`src/rtl/fp_pkg.sv`:
```
// fp_pkg: FP32 field constants, special-value literals, the FP32 field struct and the
// accumulator FSM state encoding shared by the fp_acc design files.
package fp_pkg;

   localparam int EXP_W = 8;
   localparam int MAN_W = 23;
   localparam int BIAS  = 127;

   localparam logic [31:0] QNAN    = 32'h7FC0_0000;
   localparam logic [31:0] POS_INF = 32'h7F80_0000;
   localparam logic [31:0] NEG_INF = 32'hFF80_0000;

   typedef struct packed {
      logic             sign;
      logic [EXP_W-1:0] exp;
      logic [MAN_W-1:0] man;
   } fp32_t;

   typedef enum logic [2:0] {
      S_IDLE,
      S_ALIGN,
      S_ADD,
      S_NORM,
      S_PACK
   } acc_state_t;

endpackage

```
`src/rtl/fp_lzc.sv`:
```
// fp_lzc: combinational 28-bit leading-zero counter; an all-zero input returns 28.
module fp_lzc (
   input  logic [27:0] value,
   output logic [4:0]  count
);

   always_comb begin
      count = 5'd28;
      // Scanning upward lets the most significant set bit win.
      for (int i = 0; i < 28; i++) begin
         if (value[i]) count = 5'(27 - i);
      end
   end

endmodule

```
`src/rtl/fp_acc.sv`:
```
// fp_acc: iterative FP32 accumulator, IDLE->ALIGN->ADD->NORM->PACK, one product per 5 cycles.
// Define FP_ACC_RNE_EN for round-to-nearest-even; otherwise results are truncated.
module fp_acc
   import fp_pkg::*;
#(
   parameter int FLUSH_DENORM = 1
) (
   input  logic        clk,
   input  logic        rst,
   input  logic        in_valid,
   input  logic [31:0] in_p,
   input  logic        in_last,
   output logic        in_ready,
   output logic [31:0] out_sum,
   output logic        out_valid
);

   localparam logic signed [9:0] EXP_SAT = 10'(2 * BIAS + 1);

   generate
      if (FLUSH_DENORM != 1) begin : g_bad_cfg
         $error("fp_acc: only FLUSH_DENORM=1 is supported");
      end
   endgenerate

   acc_state_t        state, state_next;
   fp32_t             acc, cap_p;
   logic              cap_last;
   logic              al_special, a_sign, b_sign;
   logic [31:0]       al_special_val;
   logic [7:0]        a_exp;
   logic [26:0]       a_mant, b_mant;
   logic              add_sign;
   logic [27:0]       add_sum;
   logic              nm_zero;
   logic signed [9:0] nm_exp;
   logic [26:0]       nm_mant;

   // NOTE: sequential state uses non-blocking assignments so every register samples pre-edge values.
   always_ff @(posedge clk) begin
      if (!rst) state <= S_IDLE;
      else      state <= state_next;
   end

   always_comb begin
      state_next = state;
      case (state)
         S_IDLE:  if (in_valid) state_next = S_ALIGN;
         S_ALIGN: state_next = S_ADD;
         S_ADD:   state_next = S_NORM;
         S_NORM:  state_next = S_PACK;
         S_PACK:  state_next = S_IDLE;
         default: state_next = S_IDLE;
      endcase
   end

   assign in_ready = (state == S_IDLE);

   // ALIGN: unpack with zero flush, put the larger exponent in A, shift B into {mant,G,R,S}.
   fp32_t       x, y;
   logic        x_sign, y_sign, swap, special;
   logic [23:0] x_mant, y_mant, small_mant;
   logic [7:0]  big_exp, small_exp, diff;
   logic [53:0] shift_full;
   logic [26:0] small_field;
   logic [31:0] special_val;

   always_comb begin
      x          = acc;
      y          = cap_p;
      x_sign     = (x.exp != 8'd0) & x.sign;
      y_sign     = (y.exp != 8'd0) & y.sign;
      x_mant     = (x.exp != 8'd0) ? {1'b1, x.man} : 24'd0;
      y_mant     = (y.exp != 8'd0) ? {1'b1, y.man} : 24'd0;
      swap       = y.exp > x.exp;
      big_exp    = swap ? y.exp : x.exp;
      small_exp  = swap ? x.exp : y.exp;
      small_mant = swap ? x_mant : y_mant;
      diff       = big_exp - small_exp;
      shift_full = {small_mant, 30'd0} >> diff;
      if (diff >= 8'd27) small_field = {26'd0, |small_mant};
      else               small_field = {shift_full[53:28], shift_full[27] | (|shift_full[26:0])};
      special     = (x.exp == 8'hFF) | (y.exp == 8'hFF);
      special_val = '0;
      if ((x.exp == 8'hFF) && (y.exp == 8'hFF))
         special_val = (x.sign != y.sign) ? QNAN : (x.sign ? NEG_INF : POS_INF);
      else if (x.exp == 8'hFF)
         special_val = x.sign ? NEG_INF : POS_INF;
      else if (y.exp == 8'hFF)
         special_val = y.sign ? NEG_INF : POS_INF;
   end

   // ADD: magnitude add, or larger-minus-smaller with the larger operand's sign.
   logic [27:0] sum_c;
   logic        sum_sign_c;

   always_comb begin
      if (a_sign == b_sign) begin
         sum_c      = {1'b0, a_mant} + {1'b0, b_mant};
         sum_sign_c = a_sign;
      end else if (a_mant >= b_mant) begin
         sum_c      = {1'b0, a_mant} - {1'b0, b_mant};
         sum_sign_c = a_sign;
      end else begin
         sum_c      = {1'b0, b_mant} - {1'b0, a_mant};
         sum_sign_c = b_sign;
      end
   end

   // NORM: the hidden bit is brought back to bit 26 of the 27-bit field.
   logic [4:0]        lz;
   logic [27:0]       sum_shl;
   logic signed [9:0] norm_exp_c;
   logic [26:0]       norm_mant_c;

   fp_lzc u_lzc (
      .value (add_sum),
      .count (lz)
   );

   always_comb begin
      sum_shl = add_sum << lz;
      if (add_sum[27]) begin
         norm_mant_c = {add_sum[27:2], |add_sum[1:0]};
         norm_exp_c  = $signed({2'b00, a_exp}) + 10'sd1;
      end else begin
         norm_mant_c = sum_shl[27:1];
         norm_exp_c  = $signed({2'b00, a_exp}) - $signed({5'd0, lz}) + 10'sd1;
      end
   end

   // PACK: rounding, then saturation / underflow flush.
   logic [23:0]       pk_mant;
   logic signed [9:0] pk_exp;
   logic [31:0]       result;
   logic              unused_bits;

`ifdef FP_ACC_RNE_EN
   logic        round_up;
   logic [24:0] rounded;

   always_comb begin
      round_up = nm_mant[2] & (nm_mant[3] | nm_mant[1] | nm_mant[0]);
      rounded  = {1'b0, nm_mant[26:3]} + {24'd0, round_up};
      if (rounded[24]) begin
         pk_mant = rounded[24:1];
         pk_exp  = nm_exp + 10'sd1;
      end else begin
         pk_mant = rounded[23:0];
         pk_exp  = nm_exp;
      end
   end

   assign unused_bits = ^{sum_shl[0], pk_mant[23]};
`else
   assign pk_mant     = nm_mant[26:3];
   assign pk_exp      = nm_exp;
   assign unused_bits = ^{sum_shl[0], pk_mant[23], nm_mant[2:0]};
`endif

   always_comb begin
      if (al_special)                        result = al_special_val;
      else if (nm_zero || pk_exp <= 10'sd0)  result = '0;
      else if (pk_exp >= EXP_SAT)            result = add_sign ? NEG_INF : POS_INF;
      else                                   result = {add_sign, pk_exp[7:0], pk_mant[22:0]};
   end

   // NOTE: pipeline datapath registers carry no reset; each is rewritten before the FSM reads it.
   always_ff @(posedge clk) begin
      case (state)
         S_IDLE: if (in_valid) begin
            cap_p    <= in_p;
            cap_last <= in_last;
         end
         S_ALIGN: begin
            al_special     <= special;
            al_special_val <= special_val;
            a_sign         <= swap ? y_sign : x_sign;
            b_sign         <= swap ? x_sign : y_sign;
            a_exp          <= big_exp;
            a_mant         <= {(swap ? y_mant : x_mant), 3'b000};
            b_mant         <= small_field;
         end
         S_ADD: begin
            add_sum  <= sum_c;
            add_sign <= sum_sign_c;
         end
         S_NORM: begin
            nm_zero <= (add_sum == 28'd0);
            nm_exp  <= norm_exp_c;
            nm_mant <= norm_mant_c;
         end
         default: ;
      endcase
   end

   always_ff @(posedge clk) begin
      if (!rst) begin
         acc       <= '0;
         out_sum   <= '0;
         out_valid <= 1'b0;
      end else begin
         out_valid <= 1'b0;
         if (state == S_PACK) begin
            if (cap_last) begin
               acc       <= '0;
               out_sum   <= result;
               out_valid <= 1'b1;
            end else begin
               acc <= result;
            end
         end
      end
   end

endmodule

```
`config.mk`:
```
export PLATFORM = sky130hd
export DESIGN_NAME = fp_acc
export DESIGN_NICKNAME = d
export VERILOG_FILES = /design/src/rtl/fp_pkg.sv /design/src/rtl/fp_lzc.sv /design/src/rtl/fp_acc.sv
export SDC_FILE = /design/constraint.sdc
export NUM_CORES = 1
export LEC_CHECK = 0
export ABC_AREA = 1
export CAP_MARGIN = 20
export CORE_ASPECT_RATIO = 0.7
export CORE_MARGIN = 5
export CORE_UTILIZATION = 56
export DETAILED_ROUTE_END_ITERATION = 8
export GPL_TIMING_DRIVEN = 0
export PLACE_DENSITY_LB_ADDON = 0.08
export SYNTH_ARGS = -nofsm -noshare
export SYNTH_HDL_FRONTEND = slang
export SYNTH_SLANG_ARGS = --single-unit
```
`constraint.sdc`:
```
create_clock -name clk -period 3.9 [get_ports clk]
set_input_delay 0.975 -clock clk [delete_from_list [all_inputs] [get_ports clk]]
set_output_delay 0.975 -clock clk [all_outputs]
set_load 0.01 [all_outputs]
```
[Word-level counts from Yosys, hierarchy flattened]
Index checks and enable logic that the tools add are counted.
Word-level totals
  register bits: 261
  word-level logic and storage cells: 119
  input port bits: 36
Cells by class
  equal/unequal tests: 9
  bitwise gates (word level): 4
  shift-type cells: 2
  muxes and demuxes: 57
  add/subtract/negate cells: 7
  reduce and logical (&&, ||, !) cells: 12
  $lt $le $gt $ge: 5
Operator list (number)
  32-bit 2-to-1 mux: 11
  24-bit 2-to-1 mux: 4
  5-bit 2-to-1 mux: 16
  28-bit 2-to-1 mux: 2
  27-bit by 27-bit subtractor with 28-bit output: 2
  54-bit by 8-bit >> shifter with 54-bit output: 1
  4-bit 2-to-1 mux: 8
  27-bit by 27-bit adder with 28-bit output: 1
  28-bit zero test: 1
  28-bit by 5-bit << shifter with 27-bit output: 1
  27-bit >= comparator: 1
  27-bit OR reduction: 1
  26-bit 2-to-1 mux: 1
  24-bit OR reduction: 1
  8-bit equality test (second input constant): 2
  8-bit 2-to-1 mux: 2
  8-bit nonzero test: 2
  3-bit 2-to-1 mux: 5
  3-bit one-hot mux with 4 select lines: 1
  9-bit by 2-bit adder with 10-bit output (second input constant): 1
  10-bit by 9-bit >= comparator with 1-bit output (second input constant): 1
  10-bit by 1-bit less-or-equal comparator with 1-bit output (second input constant): 1
  10-bit 2-to-1 mux: 1
  8-bit by 1-bit adder with 9-bit output (second input constant): 1
  18 further kinds: 28

[Longest topological paths before layout]
  depth after elaboration: 31
  gate-level depth with buffers: 42

[Cells and area by module]
A second synthesis with hierarchy kept.
Unflattened totals
  cell total of the unflattened synthesis: 2229
  area total of the unflattened synthesis: 16518.3 um^2
Modules (own cells, without submodules)
  fp_acc: area an instance 16119.2 um^2, cells each 2145, instances 1
  fp_lzc: area an instance 399.1 um^2, cells each 84, instances 1

[Least setup slack after synthesis]
No wires, ideal clock.
  kind: register -> register
  from: register add_sum[0]
  to: register nm_exp[7], data pin
  period minus slack after synthesis: 3906 ps
  slack: -6 ps
  arrival: 3637 ps
  path buffers: 1
  stages on the path, launching flop included: 25
  cells stage by stage: edfxtp_1 > nor2_1 > nor3_1 > o311ai_0 > nand3_1 > nand3_1 > nand3_1 > nand3_1 > nand3_1 > nand3_1 > nand3_1 > nand3_1 > nand3_1 > nand3_1 > clkinv_1 > clkbuf_1 > fa_1 > xnor2_1 > inv_1 > nor3_1 > nand3_1 > nor3_1 > nand2_1 > xnor2_1 > o21ai_0
On the way
  cells in the longest elaborated chain, start to end: 31
Ends and longest elaborated chain
  from (decl): RTL line fp_acc.sv:34  | logic [27:0] add_sum;
  from (signal assigned): RTL line fp_acc.sv:185  | add_sum <= sum_c;
  3-bit 2-to-1 mux (4 in a row): RTL line fp_lzc.sv:11  | if (value[i]) count = 5'(27 - i);
  4-bit 2-to-1 mux (8 in a row): RTL line fp_lzc.sv:11
  5-bit 2-to-1 mux (16 in a row): RTL line fp_lzc.sv:11
  8-bit by 5-bit subtractor with 9-bit output: RTL line fp_acc.sv:128  | norm_exp_c = $signed({2'b00, a_exp}) - $signed({5'd0, lz}) + 10'sd1;
  9-bit by 2-bit adder with 10-bit output: RTL line fp_acc.sv:128
  10-bit 2-to-1 mux: RTL line fp_acc.sv:123  | if (add_sum[27]) begin
  via norm_exp_c[7]: RTL line fp_acc.sv:113  | logic signed [9:0] norm_exp_c;
  to (signal assigned): RTL line fp_acc.sv:190  | nm_exp <= norm_exp_c;
  to (decl): RTL line fp_acc.sv:36  | logic signed [9:0] nm_exp;
The timed path passes the listed nets, and every way through them passes these cells.
A chain may end at the register's enable or synchronous reset.

[Worst setup path in the final report]
  from: register add_sum[8]
  to: register nm_exp[5], data pin
On the way
  cells in the longest elaborated chain, start to end: 23
Ends and longest elaborated chain (RTL line)
  4-bit 2-to-1 mux (4 in a row): fp_lzc.sv:11
  5-bit 2-to-1 mux (16 in a row): fp_lzc.sv:11
  8-bit by 5-bit subtractor with 9-bit output: fp_acc.sv:128
  9-bit by 2-bit adder with 10-bit output: fp_acc.sv:128
  10-bit 2-to-1 mux: fp_acc.sv:123
  via norm_exp_c[5]: fp_acc.sv:113
The timed path passes the listed nets, and every way through them passes these cells.

==> flow_metrics.tcl <==
set metrics [dict create \
    cts.htree.levels 1 \
    worstSetupPathType "register to register" \
    path_max_fanout 10 \
    maxCapViolations 0 \
    dp_worst_setup_slack_ns -1.22 \
    die_h_um 154 \
    path_clk_slew_ns 0.06 \
    syn_nets 2408 \
    routedWlPerCell_um 21.2 \
    rows 52 \
    cts_root_buf "clkbuf_16" \
    slew_violations 0 \
    grt_pass1_vias 15500 \
    drc 0 \
    clkSinkCount 229 \
    synthArstFlopShare_pct 0 \
    synth_seq_cells 229 \
    grt_pass1_wl_um 88700 \
    fin_crit_sh_pct 104 \
    rsz0062_at_grt "true" \
    synthTopCellsByArea "edfxtp_1 (29%), nand2_1 (13%), nand3_1 (9.0%)" \
    core_um2 29000 \
    ys_seq_area_share_pct 37.4 \
    yosys.cell_types.count 64 \
    antenna_left 0 \
    via_count 17700 \
    syn_inst 2279 \
    synth_common_cells "nand2_1 (558), nand3_1 (299), inv_1 (263), edfxtp_1 (161), a21oi_1 (153)" \
    relSlewSlack_pct 47.1 \
    status "finished with violations" \
    viasPerCell 6.23 \
    n_antenna_cell 0 \
    p_leak_nw 8.83 \
    grt_max_degree 33 \
    clkLatencyLatePin_ns 0.54 \
    start_util_pct 57.1 \
    fmax_ghz 0.245 \
    hold_path.class "register to register" \
    synth-edff-count 161 \
    die-area_um2 33200 \
    drtIter0Drc 2337 \
    final_hold_viol_count 0 \
    cts_tree "built" \
    crit_arrival_ns 4.36 \
    firstDrtPassIters 9 \
    vdd_drop_max_mv 0.353 \
    violations "setup timing" \
    cts_buffers 24 \
    synth_top_cell_by_area "edfxtp_1" \
    setup_slack_ns -0.174 \
    min_period_ns 4.07 \
    synth.most_common_cell "nand2_1" \
    syn_avg_cell_area_um2 7.27 \
    fill_cells 2302 \
    dp_hpwl_um 45700 \
    grt_overflow 0 \
    critical_path.startpoint_type "register" \
    power_mw 8.35 \
    grt_usage_pct 33.8 \
    synth_ff_type "edfxtp_1" \
    end_kind "register" \
    die_w_um 216 \
    drive_above_1_share_pct 16.4 \
    syn_to_final_growth_pct 23.5 \
    netlist_area_um2 16600 \
    io_pins 70 \
    cp.required_ns 4.19 \
    yosys.area.top_type_share_pct 29.2 \
    antenna_found_initial 2 \
    fin_nets 2583 \
    yosysWarningCount 0 \
    routed_wl_um 60500 \
    finClkSkew_ns 0.0238 \
    clockBufferDepth 3 \
    tns_ns -0.718 \
    finalSetupViolCount 7 \
    finalCoreUtilization_pct 70.5 \
    tightest_slew_ns 0.787 \
    portBuffers 69 \
    power_density_nw_per_um2 408 \
    gp_congestion 1.03 \
]
[cell type report]
type | count | area, um^2 | share of cell area [%]
Timing Repair inverter | 1 | 6.26 | 0.0306
Multi-Input combinational cell | 1660 | 9820 | 48.1
Timing Repair Buffer | 148 | 1430 | 7.01
Inverter | 273 | 1040 | 5.09
Buffer | 117 | 661 | 3.23
Tap cell | 378 | 473 | 2.31
Sequential cell | 229 | 6200 | 30.3
Clock buffer | 34 | 754 | 3.69
Clock inverter | 9 | 51.3 | 0.251
[timing repair]
action                                  CTS  global route
buffers inserted                         25            42
hold endpoints to repair                  0             0
pin swaps                                19            60
hold buffers                              0             0
gates resized for setup                  94           210
gates cloned                              1             6
endpoints found under the setup margin   38            39
[per-layer routing]
metal	wire length [um]	vias up	global-route usage, %
li1	-	8066	-
met1	25800	8325	50.6
met3	8140	132	11.2
met2	24700	1215	47.0
met4	1750	4	8.47
met5	26	-	0
[path summary, 6_finish.rpt]
path                    from        end  slack (ns)  cells after the start
hold reg to reg       acc[1]     acc[1]        0.47                      2
setup / recovery  add_sum[8]  nm_exp[5]       -0.17                     16
hold / removal        acc[1]     acc[1]        0.47                      2
setup reg to reg  add_sum[8]  nm_exp[5]       -0.17                     16
[cells in the final DEF, fill, tap and decap left out, drive strengths merged, types with 4 or more instances in the layout]
cell type / instances
o21bai: 14
a211oi: 4
nand3: 311
clkdlybuf4s50: 69
o211ai: 8
xor2: 30
nand4: 32
clkbuf: 124
xnor2: 4
nand2: 568
clkinv: 12
nor3: 22
o31ai: 6
dfxtp: 68
and2: 7
nand3b: 4
nor4: 17
a21o: 6
a21boi: 5
nor2: 149
inv: 271
edfxtp: 161
o21ai: 126
buf: 106
o21a: 8
o22ai: 63
ha: 90
a21oi: 154
a31oi: 5
[report_power, final]
part	switching, mW	internal (mW)
Sequential	0.119	2.79
Clock	0.999	1.35
Combinational	2.02	1.06
[per-stage QoR]
stage          instances  hold slack [ns]  area (um^2)
2_1_floorplan       2279            0.426        16600
3_3_place_gp        2726            0.457        17700
3_5_place_dp        2733            0.460        17900
4_1_cts             2802            0.470        19300
5_1_grt             2849            0.479        20400
6_report            2849            0.469        20400
[worst max-delay path, stage by stage (launching register included)]
cell and delay [ns]:
edfxtp_1 0.46, nor4_1 0.54, nand2_1 0.23, a21oi_2 0.35, inv_1 0.15, clkbuf_1 0.36
ha_1 0.41, a21oi_1 0.24, o31ai_4 0.13, inv_2 0.07, nor2_2 0.04, inv_1 0.06
nand2_1 0.16, nor3_4 0.22, buf_4 0.14, nor2_2 0.03, a32o_1 0.23
[state kept, by name, indices dropped and copies added (netlist names), 3 cells and up]
| signal | cells |
|---|---|
| out_sum | 32 |
| acc | 32 |
| state | 3 |
| al_special_val | 3 |
| cap_p | 32 |
| nm_mant | 23 |
| add_sum | 28 |
| b_mant | 27 |
| nm_exp | 10 |
| a_exp | 8 |
| a_mant | 24 |
[logic make-up after synthesis]
kind of cell               synth area share, %
AOI/OAI and AO/OA                         14.5
xor gates and xnor gates                  1.84
adders and majority gates                 7.16
buffers and inverters                     9.36
DFF                                       37.4
muxes                                   0.0604
and+or+nand+nor                           29.7
(Power assumes the default switching activity.)
==> edit, RTL diff (same flow settings) <==
Re-encode `acc_state_t` (5 states) as one-hot, 5 bits wide.
--- a/src/rtl/fp_pkg.sv
+++ b/src/rtl/fp_pkg.sv
@@ -18,8 +18,8 @@
 
-   typedef enum logic [2:0] {
-      S_IDLE,
-      S_ALIGN,
-      S_ADD,
-      S_NORM,
-      S_PACK
+   typedef enum logic [4:0] {
+      S_IDLE  = 5'b00001,
+      S_ALIGN = 5'b00010,
+      S_ADD   = 5'b00100,
+      S_NORM  = 5'b01000,
+      S_PACK  = 5'b10000
    } acc_state_t;
Check against the original RTL: same outputs for any inputs over 4 cycles, from zero or initial values and one cycle with rst low; so few cycles prove little.
==> edit against the original RTL <==
- the run still ends with setup timing left
- synthesized cell count is 4.0% higher
- critical path type unchanged
- setup slack got worse by 0.011 ns
- area after synthesis grew 2.4%
- power is 16% lower
- wire length is 1.6% lower
- sequential cell count up 2
- cell area shrank 1.2%
- global-route usage fell by 0.33 points
- combinational power is 36% lower
- clock skew down 0.011 ns
==> edit: results (changes against the original RTL) <==
peak supply drop 0.298 mV (-15%); drt initial violations 2,481 (+6.2%); Commonest cells post-synth nand2_1 (535), nand3_1 (316), inv_1 (297), nor2_1 (179); Bufs on Longest Clock Path 3 (unchanged); DRT Pass-1 Iters 6 (-3); HP Start acc[14]; crit path DAT 4.37 ns (about the same); Total GRT Usage 33.4% (-0.33 points); slew margin rel. 30.3% (-17 points); Synth warnings 0 (unchanged); register area share after synthesis 36.8% (-0.64 points); Root Buffer clkbuf_16; Post-Route Setup TNS -0.767 ns (-0.0487 ns); DP Worst Slack -0.757 ns (+0.460 ns); met1 Track Usage GR 48.7% (-1.9 points); fraction of layout cells with a size suffix above 1 11.4% (-5.0 points); DR WL/cell 20.2 µm (-4.7%); Skew-Pair Late Insertion Delay 0.56 ns (+0.02 ns); drt via density 6.05 (-2.9%); Slowest cell on crit path edfxtp_1; Final nets 2,638 (+2.1%); GRT met2 Usage 47.4% (+0.41 points); FILL cells 2,594 (+13%); violated checks setup timing; met1 WL 24.9 mm (-3.7%); first-pass GRT wire length 89.3 mm (+0.76%); Switch Pwr 2420 µW (-23%); Placer Congestion 1.10 (+6.7%); met3 Resource Use GR 11.8% (+0.55 points); outcome finished, violations left; worst setup margin -0.184 ns (-0.0107 ns); unique cell type count in the Yosys netlist 65 (+1.6%); synth top area cells edfxtp_1 (29%), nand2_1 (12%), nand3_1 (9.3%); Setup-failing EPs final 7 (unchanged); DP HPWL 46.6 mm (+1.8%); met3 wire len 8.53 mm (+4.8%); met2 WL 24.4 mm (-1.4%); maximum number of pins on one net before global-route repair 25 (-24%); static leakage 0.00878 µW (-0.54%); Worst Setup SP add_sum[1]; initial antenna violation count 1 (-1); Post-Syn Nets 2,499 (+3.8%); total CTS buffers 25 (+4.2%); IO Port Bufs 69 (unchanged); hold_buf cts 0 (unchanged); Hold Path Class reg -> reg; critical path's largest stage delay 0.44 ns (-0.10 ns); vias in the first global route 16,150 (+4.1%); Max Clock Skew 0.0127 ns (-0.0111 ns)
==> edit: changes by cell type after synthesis, moves of 7 or more <==
cell and delta:
a21oi_1 +8, nand4_1 +23, nand3_2 -7, o21bai_1 -9, nand3_1 +17, nand2_1 -23
nor2_1 +34, inv_1 +34
==> edit: layout make-up <==
type	instances	area share, %
inverter	307	5.73
tap	412	2.55
clock inverter	11	0.378
buffer	116	2.88
clock buffer	35	3.54
sequential	231	30.9
timing repair buffer	118	5.59
multi-input combinational	1710	48.4
==> edit: final timing paths <==
check / endpoint / slack (ns) / depth (start not counted)
setup reg to reg: nm_exp[7] / -0.18 / 23
hold reg to reg: acc[14] / 0.47 / 2
hold / removal: acc[14] / 0.47 / 2
setup / recovery: nm_exp[7] / -0.18 / 23
==> edit: stage by stage <==
step / util (%) / instances / cell area [µm²]
2_1_floorplan: - / 2370 / 17000
3_3_place_gp: 60.7 / 2851 / 18200
3_5_place_dp: 61.1 / 2858 / 18300
4_1_cts: 65.8 / 2929 / 19700
5_1_grt: 67.4 / 2940 / 20200
6_report: 67.4 / 2940 / 20200
==> edit: power groups by stage <==
| stage | Combinational (µW) | Clock [µW] | Sequential, µW |
|---|---|---|---|
| finish | 1980 | 2320 | 2750 |
| global route | 2110 | 2430 | 2750 |
| CTS | 1770 | 2340 | 2750 |
| detailed placement | 1680 | 0 | 2800 |
| global placement | 1670 | 0 | 2800 |
| floorplan | 1160 | 0 | 2770 |
==> edit: worst register-to-register path, stage by stage (launching register included) <==
cell,delay [ns]
edfxtp_1,0.44
buf_4,0.17
nor2_1,0.18
nand3_1,0.17
nand2_1,0.11
nand2_1,0.07
nand2_1,0.08
nand2_1,0.05
nand2_1,0.06
nand2_1,0.28
clkbuf_2,0.37
ha_1,0.42
inv_1,0.10
nor2_1,0.11
nor2_1,0.06
nor2_1,0.15
nor2_2,0.07
nor2_2,0.18
nor2_2,0.08
xor2_2,0.18
nor3_4,0.19
nand2_4,0.09
xnor2_2,0.15
o21ai_1,0.08
==> edit: repair_timing <==
| action | CTS | global route |
|---|---|---|
| setup buffers | 27 | 15 |
| pin swaps | 27 | 35 |
| endpoints found under the setup margin | 38 | 37 |
| resized for setup | 99 | 109 |
==> edit: kinds of logic (layout without fill, tap and decap cells) <==
family	after synthesis	count (layout)	share of synthesized area, %
AND/OR/NAND/NOR	1158	1158	30.2
multiplexers	2	2	0.118
AO/OA/AOI/OAI	422	422	14.1
XOR/XNOR	35	35	1.85
flip-flops	231	231	36.8
adder cells (fa/ha/maj)	93	93	6.99
buffers and inverters	429	587	9.95
